$ cat config.mk
export PLATFORM = sky130hd
export DESIGN_NAME = decode_writeback_flat
export DESIGN_NICKNAME = d
export VERILOG_FILES = /design/src/rtl/y86_pkg.sv /design/src/rtl/decode_writeback_if.sv /design/src/rtl/y86_regfile.sv /design/src/rtl/decode_writeback.sv /design/src/flat_wrapper.sv
export SDC_FILE = /design/constraint.sdc
export NUM_CORES = 2
export LEC_CHECK = 0
export CAP_MARGIN = 20
export CELL_PAD_IN_SITES_DETAIL_PLACEMENT = 2
export CELL_PAD_IN_SITES_GLOBAL_PLACEMENT = 2
export CORE_MARGIN = 2
export CORE_UTILIZATION = 37
export CTS_CLUSTER_SIZE = 16
export DETAILED_ROUTE_END_ITERATION = 7
export PLACE_DENSITY = 0.79
export SYNTH_ARGS = -nofsm -noshare
export SYNTH_HDL_FRONTEND = slang
export SYNTH_SLANG_ARGS = --single-unit
$ cat constraint.sdc
create_clock -name clk -period 4 [get_ports clk]
set_input_delay 1 -clock clk [delete_from_list [all_inputs] [get_ports clk]]
set_output_delay 1 -clock clk [all_outputs]
set_load 0.005 [all_outputs]
$ cat src/rtl/y86_pkg.sv
// y86_pkg: Y86 instruction codes, register IDs, status codes and bubble constants.
package y86_pkg;
   localparam logic [3:0] HALT   = 4'h0;
   localparam logic [3:0] NOP    = 4'h1;
   localparam logic [3:0] CMOVXX = 4'h2;
   localparam logic [3:0] IRMOVQ = 4'h3;
   localparam logic [3:0] RMMOVQ = 4'h4;
   localparam logic [3:0] MRMOVQ = 4'h5;
   localparam logic [3:0] OPQ    = 4'h6;
   localparam logic [3:0] JXX    = 4'h7;
   localparam logic [3:0] CALL   = 4'h8;
   localparam logic [3:0] RET    = 4'h9;
   localparam logic [3:0] PUSHQ  = 4'hA;
   localparam logic [3:0] POPQ   = 4'hB;

   localparam logic [3:0] RNONE  = 4'hF;
   localparam logic [3:0] RSP    = 4'h4;

   localparam logic [3:0] AOK    = 4'h8;
   localparam logic [3:0] HLT    = 4'h4;
   localparam logic [3:0] ADR    = 4'h2;
   localparam logic [3:0] INS    = 4'h1;

   localparam logic [3:0] BUBBLE_ICODE = NOP;
   localparam logic [3:0] BUBBLE_IFUN  = 4'h0;
   localparam logic [3:0] BUBBLE_STAT  = AOK;
endpackage

$ cat src/rtl/decode_writeback_if.sv
// decode_writeback_if: D/E pipeline registers, forwarding sources and writeback ports.
interface decode_writeback_if #(parameter int WIDTH = 64);
   logic [3:0]       D_icode, D_ifun, D_rA, D_rB, D_stat;
   logic [WIDTH-1:0] D_valC, D_valP;
   logic             E_bubble;
   logic [3:0]       e_dstE;
   logic [WIDTH-1:0] e_valE;
   logic [3:0]       M_dstE, M_dstM;
   logic [WIDTH-1:0] M_valE, m_valM;
   logic [3:0]       W_dstE, W_dstM;
   logic [WIDTH-1:0] W_valE, W_valM;
   logic [3:0]       d_srcA, d_srcB;
   logic [3:0]       E_icode, E_ifun, E_dstE, E_dstM, E_srcA, E_srcB, E_stat;
   logic [WIDTH-1:0] E_valC, E_valA, E_valB;

   modport master (
      output D_icode, D_ifun, D_rA, D_rB, D_stat, D_valC, D_valP, E_bubble,
             e_dstE, e_valE, M_dstE, M_dstM, M_valE, m_valM,
             W_dstE, W_dstM, W_valE, W_valM,
      input  d_srcA, d_srcB, E_icode, E_ifun, E_dstE, E_dstM, E_srcA, E_srcB,
             E_stat, E_valC, E_valA, E_valB
   );

   modport slave (
      input  D_icode, D_ifun, D_rA, D_rB, D_stat, D_valC, D_valP, E_bubble,
             e_dstE, e_valE, M_dstE, M_dstM, M_valE, m_valM,
             W_dstE, W_dstM, W_valE, W_valM,
      output d_srcA, d_srcB, E_icode, E_ifun, E_dstE, E_dstM, E_srcA, E_srcB,
             E_stat, E_valC, E_valA, E_valB
   );
endinterface

$ cat src/rtl/y86_regfile.sv
// y86_regfile: 15-entry register file, 2 comb reads (ID F reads 0), 2 writes (M port wins).
// Without DECODE_FWD_EN the read ports see same-edge writes (write-through).
module y86_regfile
   import y86_pkg::*;
#(
   parameter int WIDTH = 64
) (
   input  logic             clk,
   input  logic             rst,
   input  logic [3:0]       ra_id,
   input  logic [3:0]       rb_id,
   output logic [WIDTH-1:0] ra_val,
   output logic [WIDTH-1:0] rb_val,
   input  logic [3:0]       we_id,
   input  logic [WIDTH-1:0] we_val,
   input  logic [3:0]       wm_id,
   input  logic [WIDTH-1:0] wm_val
);
   logic [WIDTH-1:0] regs [15];

`ifdef DECODE_FWD_EN
   assign ra_val = (ra_id == RNONE) ? '0 : regs[ra_id];
   assign rb_val = (rb_id == RNONE) ? '0 : regs[rb_id];
`else
   assign ra_val = (ra_id == RNONE) ? '0 : (ra_id == wm_id) ? wm_val :
                   (ra_id == we_id) ? we_val : regs[ra_id];
   assign rb_val = (rb_id == RNONE) ? '0 : (rb_id == wm_id) ? wm_val :
                   (rb_id == we_id) ? we_val : regs[rb_id];
`endif

   always_ff @(posedge clk)
      for (int i = 0; i < 15; i++)
         if (rst) regs[i] <= '0;
         else if (wm_id == 4'(i)) regs[i] <= wm_val;
         else if (we_id == 4'(i)) regs[i] <= we_val;
endmodule

$ cat src/rtl/decode_writeback.sv
// decode_writeback: Y86 decode + writeback stage, loads the E pipeline register.
// DECODE_FWD_EN enables e/M/W operand forwarding; otherwise only regfile write-through.
module decode_writeback
   import y86_pkg::*;
#(
   parameter int         WIDTH  = 64,
   parameter logic [3:0] RSP_ID = RSP
) (
   input logic          clk,
   input logic          rst,
   decode_writeback_if.slave bus
);
   logic [3:0]       icode, src_a, src_b, dst_e, dst_m;
   logic [WIDTH-1:0] rf_a, rf_b, fwd_a, fwd_b, val_a;

   assign icode = bus.D_icode;

   always_comb begin
      src_a = (icode inside {CMOVXX, RMMOVQ, OPQ, PUSHQ}) ? bus.D_rA :
              (icode inside {POPQ, RET}) ? RSP_ID : RNONE;
      src_b = (icode inside {RMMOVQ, MRMOVQ, OPQ}) ? bus.D_rB :
              (icode inside {PUSHQ, POPQ, CALL, RET}) ? RSP_ID : RNONE;
      dst_e = (icode inside {CMOVXX, IRMOVQ, OPQ}) ? bus.D_rB :
              (icode inside {PUSHQ, POPQ, CALL, RET}) ? RSP_ID : RNONE;
      dst_m = (icode inside {MRMOVQ, POPQ}) ? bus.D_rA : RNONE;
   end

   assign bus.d_srcA = src_a;
   assign bus.d_srcB = src_b;

   y86_regfile #(.WIDTH(WIDTH)) u_rf (
      .clk    (clk),
      .rst    (rst),
      .ra_id  (src_a),
      .rb_id  (src_b),
      .ra_val (rf_a),
      .rb_val (rf_b),
      .we_id  (bus.W_dstE),
      .we_val (bus.W_valE),
      .wm_id  (bus.W_dstM),
      .wm_val (bus.W_valM)
   );

`ifdef DECODE_FWD_EN
   always_comb begin
      fwd_a = (src_a == RNONE) ? rf_a :
              (src_a == bus.e_dstE) ? bus.e_valE :
              (src_a == bus.M_dstM) ? bus.m_valM :
              (src_a == bus.M_dstE) ? bus.M_valE :
              (src_a == bus.W_dstM) ? bus.W_valM :
              (src_a == bus.W_dstE) ? bus.W_valE : rf_a;
      fwd_b = (src_b == RNONE) ? rf_b :
              (src_b == bus.e_dstE) ? bus.e_valE :
              (src_b == bus.M_dstM) ? bus.m_valM :
              (src_b == bus.M_dstE) ? bus.M_valE :
              (src_b == bus.W_dstM) ? bus.W_valM :
              (src_b == bus.W_dstE) ? bus.W_valE : rf_b;
   end
`else
   logic unused_fwd;
   assign unused_fwd = ^{bus.e_dstE, bus.e_valE, bus.M_dstE, bus.M_dstM, bus.M_valE, bus.m_valM};
   assign fwd_a = rf_a;
   assign fwd_b = rf_b;
`endif

   // call/jxx carry the return/fall-through PC in valA
   assign val_a = (icode == CALL || icode == JXX) ? bus.D_valP : fwd_a;

   always_ff @(posedge clk) begin
      if (rst || bus.E_bubble) begin
         bus.E_icode <= BUBBLE_ICODE;
         bus.E_ifun  <= BUBBLE_IFUN;
         bus.E_valC  <= '0;
         bus.E_valA  <= '0;
         bus.E_valB  <= '0;
         bus.E_dstE  <= RNONE;
         bus.E_dstM  <= RNONE;
         bus.E_srcA  <= RNONE;
         bus.E_srcB  <= RNONE;
         bus.E_stat  <= BUBBLE_STAT;
      end else begin
         bus.E_icode <= bus.D_icode;
         bus.E_ifun  <= bus.D_ifun;
         bus.E_valC  <= bus.D_valC;
         bus.E_valA  <= val_a;
         bus.E_valB  <= fwd_b;
         bus.E_dstE  <= dst_e;
         bus.E_dstM  <= dst_m;
         bus.E_srcA  <= src_a;
         bus.E_srcB  <= src_b;
         bus.E_stat  <= bus.D_stat;
      end
   end
endmodule

$ cat src/flat_wrapper.sv
// flat-port wrapper written by rule: the top's interface ports become plain ports
module decode_writeback_flat import y86_pkg::*;
#(
   parameter int         WIDTH  = 64,
   parameter logic [3:0] RSP_ID = RSP
)
  (clk, rst, bus_D_icode, bus_D_ifun, bus_D_rA, bus_D_rB, bus_D_stat, bus_D_valC, bus_D_valP, bus_E_bubble, bus_e_dstE, bus_e_valE, bus_M_dstE, bus_M_dstM, bus_M_valE, bus_m_valM, bus_W_dstE, bus_W_dstM, bus_W_valE, bus_W_valM, bus_d_srcA, bus_d_srcB, bus_E_icode, bus_E_ifun, bus_E_dstE, bus_E_dstM, bus_E_srcA, bus_E_srcB, bus_E_stat, bus_E_valC, bus_E_valA, bus_E_valB);
  decode_writeback_if #(.WIDTH(WIDTH)) bus_i ();
  input logic clk;
  input logic rst;
  input wire logic [$bits(bus_i.D_icode)-1:0] bus_D_icode;
  input wire logic [$bits(bus_i.D_ifun)-1:0] bus_D_ifun;
  input wire logic [$bits(bus_i.D_rA)-1:0] bus_D_rA;
  input wire logic [$bits(bus_i.D_rB)-1:0] bus_D_rB;
  input wire logic [$bits(bus_i.D_stat)-1:0] bus_D_stat;
  input wire logic [$bits(bus_i.D_valC)-1:0] bus_D_valC;
  input wire logic [$bits(bus_i.D_valP)-1:0] bus_D_valP;
  input wire logic [$bits(bus_i.E_bubble)-1:0] bus_E_bubble;
  input wire logic [$bits(bus_i.e_dstE)-1:0] bus_e_dstE;
  input wire logic [$bits(bus_i.e_valE)-1:0] bus_e_valE;
  input wire logic [$bits(bus_i.M_dstE)-1:0] bus_M_dstE;
  input wire logic [$bits(bus_i.M_dstM)-1:0] bus_M_dstM;
  input wire logic [$bits(bus_i.M_valE)-1:0] bus_M_valE;
  input wire logic [$bits(bus_i.m_valM)-1:0] bus_m_valM;
  input wire logic [$bits(bus_i.W_dstE)-1:0] bus_W_dstE;
  input wire logic [$bits(bus_i.W_dstM)-1:0] bus_W_dstM;
  input wire logic [$bits(bus_i.W_valE)-1:0] bus_W_valE;
  input wire logic [$bits(bus_i.W_valM)-1:0] bus_W_valM;
  output wire logic [$bits(bus_i.d_srcA)-1:0] bus_d_srcA;
  output wire logic [$bits(bus_i.d_srcB)-1:0] bus_d_srcB;
  output wire logic [$bits(bus_i.E_icode)-1:0] bus_E_icode;
  output wire logic [$bits(bus_i.E_ifun)-1:0] bus_E_ifun;
  output wire logic [$bits(bus_i.E_dstE)-1:0] bus_E_dstE;
  output wire logic [$bits(bus_i.E_dstM)-1:0] bus_E_dstM;
  output wire logic [$bits(bus_i.E_srcA)-1:0] bus_E_srcA;
  output wire logic [$bits(bus_i.E_srcB)-1:0] bus_E_srcB;
  output wire logic [$bits(bus_i.E_stat)-1:0] bus_E_stat;
  output wire logic [$bits(bus_i.E_valC)-1:0] bus_E_valC;
  output wire logic [$bits(bus_i.E_valA)-1:0] bus_E_valA;
  output wire logic [$bits(bus_i.E_valB)-1:0] bus_E_valB;
  assign bus_i.D_icode = bus_D_icode;
  assign bus_i.D_ifun = bus_D_ifun;
  assign bus_i.D_rA = bus_D_rA;
  assign bus_i.D_rB = bus_D_rB;
  assign bus_i.D_stat = bus_D_stat;
  assign bus_i.D_valC = bus_D_valC;
  assign bus_i.D_valP = bus_D_valP;
  assign bus_i.E_bubble = bus_E_bubble;
  assign bus_i.e_dstE = bus_e_dstE;
  assign bus_i.e_valE = bus_e_valE;
  assign bus_i.M_dstE = bus_M_dstE;
  assign bus_i.M_dstM = bus_M_dstM;
  assign bus_i.M_valE = bus_M_valE;
  assign bus_i.m_valM = bus_m_valM;
  assign bus_i.W_dstE = bus_W_dstE;
  assign bus_i.W_dstM = bus_W_dstM;
  assign bus_i.W_valE = bus_W_valE;
  assign bus_i.W_valM = bus_W_valM;
  assign bus_d_srcA = bus_i.d_srcA;
  assign bus_d_srcB = bus_i.d_srcB;
  assign bus_E_icode = bus_i.E_icode;
  assign bus_E_ifun = bus_i.E_ifun;
  assign bus_E_dstE = bus_i.E_dstE;
  assign bus_E_dstM = bus_i.E_dstM;
  assign bus_E_srcA = bus_i.E_srcA;
  assign bus_E_srcB = bus_i.E_srcB;
  assign bus_E_stat = bus_i.E_stat;
  assign bus_E_valC = bus_i.E_valC;
  assign bus_E_valA = bus_i.E_valA;
  assign bus_E_valB = bus_i.E_valB;
  decode_writeback #(.WIDTH(WIDTH), .RSP_ID(RSP_ID)) u_core (.clk(clk), .rst(rst), .bus(bus_i));
endmodule
-- Yosys cells after proc, flatten, opt, wreduce, memory -nomap -nowiden
Memory sizes are Yosys's and may differ from the RTL's.
Index checks and enable logic that the tools add are counted.
- eq/ne operators: 44
- mux-type cells: 148
- bitwise gates (word level): 31
- reductions and logical operators: 12
- operators by type and width (cell ; number):
    2-to-1 mux 64 bit ; 36
    2-to-1 mux 1 bit ; 107
    equality test 4 bit (second input constant) ; 20
    equality test 4 x 3 -> 1 bit (second input constant) ; 12
    bitwise OR 1 bit ; 30
    equality test 4 x 2 -> 1 bit (second input constant) ; 6
    2-to-1 mux 4 bit ; 5
    equality test 4 bit ; 4
    equality test 4 x 1 -> 1 bit (second input constant) ; 2
    logical NOT 4 bit ; 2
    nonzero test 4 bit ; 2
    nonzero test 3 bit ; 2
    nonzero test 2 bit ; 2
    OR reduction 2 bit ; 2
    logical OR 1 bit ; 2
    inverter 1 bit ; 1
- register bits: 220
- RAM bits: 960
- input port bits: 491
- output and inout port bits: 228
- logic and storage cells: 246
- memories: 1
- memory list (name ; depth ; width ; read ports ; clocked after memory_dff ; wr ports ; line ; text):
    u_core.u_rf.regs ; 15 ; 64 ; 2 ; 0 ; 15 ; y86_regfile.sv:19 ; logic [WIDTH-1:0] regs [15];

-- Logic depth before layout (Yosys ltp)
- depth in word-level cells: 9
- depth in mapped cells: 13
- depth with buffers taken out: 9

-- Hierarchy
A second synthesis with hierarchy kept.
- cell total of the unflattened synthesis: 5072
- area total of the unflattened synthesis: 64668.3 um^2
- modules (own cells, without submodules) (module ; instances ; cells an instance ; area an instance (um^2) ; seq. area each (um^2)):
    y86_regfile ; 1 ; 4430 ; 57644.0 ; 28827.6
    decode_writeback ; 1 ; 642 ; 7024.2 ; 4404.2

-- Least setup slack after synthesis
No wires, ideal clock.
- path kind: in2reg
- start point: input port rst
- end point: memory u_core.u_rf.regs[2][0], enable pin
- library setup time: 0.425 ns
- arrival time: 3.185 ns
- required time: 3.575 ns
- path slack: 0.390 ns
- stages: 4
- cell sequence: clkbuf_1 > clkbuf_1 > clkbuf_1 > or3_1
- RTL lines (what ; line ; text):
    start, declared ; flat_wrapper.sv:10 ; input logic rst;
    end, declared ; y86_regfile.sv:19 ;

-- Worst setup path in the final report
- start point: input port bus_D_icode[1]
- end point: output port bus_d_srcA[0]
- longest elaborated chain between the ends: 4
- ends and longest elaborated chain (what ; line ; text):
    start, declared ; flat_wrapper.sv:11 ; input wire logic [$bits(bus_i.D_icode)-1:0] bus_D_icode;
    equality test 4 bit ; decode_writeback.sv:20 ; (icode inside {POPQ, RET}) ? RSP_ID : RNONE;
    nonzero test 2 bit ; decode_writeback.sv:20 ;
    2-to-1 mux 4 bit ; decode_writeback.sv:20 ;
    2-to-1 mux 4 bit * ; decode_writeback.sv:19 ; src_a = (icode inside {CMOVXX, RMMOVQ, OPQ, PUSHQ}) ? bus.D_rA :
    end, declared ; flat_wrapper.sv:29 ; output wire logic [$bits(bus_i.d_srcA)-1:0] bus_d_srcA;
Every way passes the cells marked *; elsewhere a longest branch is shown, timed or not.

==> results.cfg <==
[status]
status = finished, final reports clean

[synth]
yosysWarnings = 0
netlist_area_um2 = 63700
synth_cells = 6003
synth.area.top_cells = edfxtp_1 (45%), a22o_1 (13%), dfxtp_1 (6.9%)
synth.most_common_cell = a22o_1
synth_fp_nets = 6494
synth.yosys.seq_area_share = 0.522
syn_area_per_cell_um2 = 10.6
synth_edf_count = 960
yosysUniqueCellTypes = 73
synthTopCellsByCount = a22o_1 (961), edfxtp_1 (960), nand2_1 (802)
synth_top_area_frac = 0.453
yosysTopAreaCell = edfxtp_1
async_flop_share = 0
ys_ff_latch = 1180
ys_dominant_reg_cell = edfxtp_1

[global_routing]
grt.busiest_layer = met2
grt_use_met3 = 0.145
grt_max_degree = 105
grt_pass1_wl_um = 531000
grt_antenna_before_repair = 37
grt_use_met1 = 0.495
met2_usage = 0.639
grt_use_total = 0.426
grt_pass1_vias = 69026
grt_remaining_overflow = 0

[worst_setup_path]
crit_chain = clkdlybuf4s50_1 -> or2_1 -> a31o_4 -> inv_4 -> clkdlybuf4s50_1
required_ns = 3.00
path_max_fanout = 7
reg2reg_depth = 6
start_kind = input port
crit_cells = 5
critPathKind = input port to output port
arrival_ns = 2.99
cpMaxStageDelayCell = clkdlybuf4s50_1
end_kind = output port
crit_buf_inv = 3
critical-path-max-stage-delay_ns = 0.56
cp_common_cell = clkdlybuf4s50_1
r2r_slack_ns = 1.79
worstReg2RegStart = u_core.u_rf.regs[0][53]
r2r_end = u_core.bus.E_valB[53]
critPathTopFamily = buffers and inverters

[timing]
finClkSkew_ns = 0.0270
tightest_slew_ns = 1.21
rsz0062_at_grt = no
period_share = 0.998
post-route-min-period_ns = 3.99
setup_ws_ns = 0.00930
drv_slew = 0
hold_violations = 0
clock.fmax_mhz = 251
setup_violations = 0
holdWs_ns = 0.580
slew_headroom = 0.193

[power]
total_power_uw = 34200
powerDensity_nw_per_um2 = 429
p_leak_uw = 0.0277
intPower_uw = 23600
vdd_drop_max_v = 0.000475
power_frac_seq = 0.436
switching_share = 0.309
clkPwrFrac = 0.380
p_sw_uw = 10600
comb_power_share = 0.184

[clock_network]
clk_path_buf_depth = 3
numCtsBuffers = 142
path_clk_slew_ns = 0.06
ctsHoldBuffers = 0
root_buffer = clkbuf_16
htree_levels = 4
clk_latency_ns = 0.83
clock-sinks = 1180
cts_tree = done

[floorplan]
start_util = 0.371
die_h_um = 419
die_w_um = 419
rows = 152
core_um2 = 171000
num_io_pins = 719
dieArea_um2 = 175000

[routing]
drt_wl_total_um = 384000
ant_nets = 0
drt_first_iter_violations = 11500
via_per_inst = 7.58
dr.pass1.iters = 6
avgRoutedWirePerCell_um = 43.9
drc = 0
vias = 66309

[placement]
placed_area_um2 = 75100
port-buffer-count = 514
gp_congestion = 0.926
dp_hpwl_um = 226000
dpl_worst_slack_ns = -0.487

[final_layout]
drive_above_1_share = 0.145
fill_cells = 16979
fin_area_um2 = 79600
regArea_um2 = 33200
multiInputGateArea_um2 = 27300
fin_nets = 6790
area.growth.synth_to_final_pct = 25.1

[hold_path]
holdCritPathClass = input port to flop
worstHoldStart = bus_D_rA[0]
hold_end = u_core.bus.E_dstM[0]
hold_depth = 3

[job]
drv_cap = 0
## registers in the layout (all words and copies together) (netlist names)
| register | cells |
|---|---|
| u_core.u_rf.regs | 960 |
| u_core.bus.E_valB | 64 |
| u_core.bus.E_srcA | 4 |
| u_core.bus.E_valC | 64 |
| u_core.bus.E_dstE | 4 |
| u_core.bus.E_dstM | 4 |
| u_core.bus.E_srcB | 4 |
| u_core.bus.E_ifun | 4 |
| u_core.bus.E_valA | 64 |
| u_core.bus.E_icode | 4 |
| u_core.bus.E_stat | 4 |
## worst min-delay path: cells and delay by family
family	cells	cell delay, ns
buffers and inverters	2	0.24
and+or+nand+nor	1	0.11
## cell usage in the layout, fill, tap and decap left out, types with 13 or more instances in the layout
master / Yosys / final
a22o_1: 961 / 961
edfxtp_1: 960 / 960
nand2_1: 802 / 800
clkdlybuf4s50_1: 0 / 510
buf_4: 16 / 313
nor2_1: 248 / 234
dfxtp_1: 220 / 220
buf_12: 0 / 207
a221oi_1: 206 / 206
nand3_1: 192 / 192
nor3_1: 201 / 183
a31oi_1: 165 / 164
clkbuf_16: 0 / 144
a32oi_1: 136 / 136
o21ai_0: 127 / 125
o211ai_1: 88 / 88
a211oi_1: 80 / 80
and2_1: 76 / 74
mux2i_1: 63 / 63
o22ai_1: 61 / 61
mux4_2: 59 / 59
and3_1: 58 / 57
nor4_2: 55 / 54
a22oi_1: 50 / 50
o32ai_1: 40 / 40
clkbuf_1: 636 / 40
a21oi_1: 39 / 38
nor4_1: 25 / 25
o221ai_1: 23 / 23
clkinv_1: 0 / 23
a311o_1: 22 / 22
o211a_1: 23 / 22
diode_2: 0 / 21
clkinv_2: 1 / 21
nor3_2: 7 / 18
or3_4: 0 / 15
nor2_4: 0 / 14
nand2b_1: 14 / 13
clkbuf_8: 0 / 13
## metrics by stage
stage / setup TNS, ns / cells / util
3_5_place_dp: -21.48 / 8464 / 0.438
3_3_place_gp: -11.41 / 8464 / 0.438
6_report: 0 / 8747 / 0.465
2_1_floorplan: 0 / 6003 / -
5_1_grt: 0 / 8733 / 0.465
4_1_cts: 0 / 8726 / 0.464
## worst max path at each step
| stage | from | endpoint | slack, ns |
|---|---|---|---|
| 6_report | bus_D_icode[1] | bus_d_srcA[0] | 0.009 |
| 5_1_grt | bus_D_icode[1] | bus_d_srcA[2] | 0.01 |
| 2_1_floorplan | rst | u_core.u_rf.regs[2][0] | 0.39 |
| 3_3_place_gp | bus_D_icode[2] | u_core.bus.E_valA[54] | -0.43 |
| 4_1_cts | bus_D_icode[1] | bus_d_srcB[2] | 0.007 |
| 3_5_place_dp | bus_D_icode[2] | u_core.bus.E_valA[49] | -0.49 |
## metal layers
metal  part of all wire  wire length [µm]  vias to the layer above
met5            0.00051               194                        -
met4              0.091             35100                       30
met3               0.14             54500                     2169
met2               0.44            167000                     6633
met1               0.33            127000                    33265
li1                   -                 -                    24212
## cell families (layout without fill, tap and decap cells)
| family | after synthesis | count (layout) | share of synthesized area |
|---|---|---|---|
| compound gates | 2057 | 2057 | 0.261 |
| xor+xnor | 7 | 7 | 0.00108 |
| buf+inv | 897 | 1310 | 0.0564 |
| flops | 1180 | 1180 | 0.522 |
| mux | 123 | 123 | 0.0310 |
| other cells | 0 | 21 | 0 |
| simple gates | 1739 | 1739 | 0.128 |
## final cells by class
type	instances	area share
antenna	21	0.000660
sequential	1180	0.417
tap	2310	0.0363
timing repair buffer	1034	0.146
clock buffer	197	0.0494
inverter	15	0.00115
clock inverter	64	0.00635
multi-input combinational	3926	0.343
## power groups by stage
stage	clock, µW	sequential, µW	combinational [µW]
4_1_cts	12900	14800	5980
5_1_grt	13300	14900	6340
3_3_place_gp	0	15000	5650
2_1_floorplan	0	14900	2770
3_5_place_dp	0	15100	5860
6_report	13000	14900	6290
## what timing repair did
action                                  CTS  global route
endpoints found under the setup margin    8             1
buffers inserted                          1             0
pin swaps                                 1             1
resized for setup                         6             0
Power figures use the tool's default switching activity.
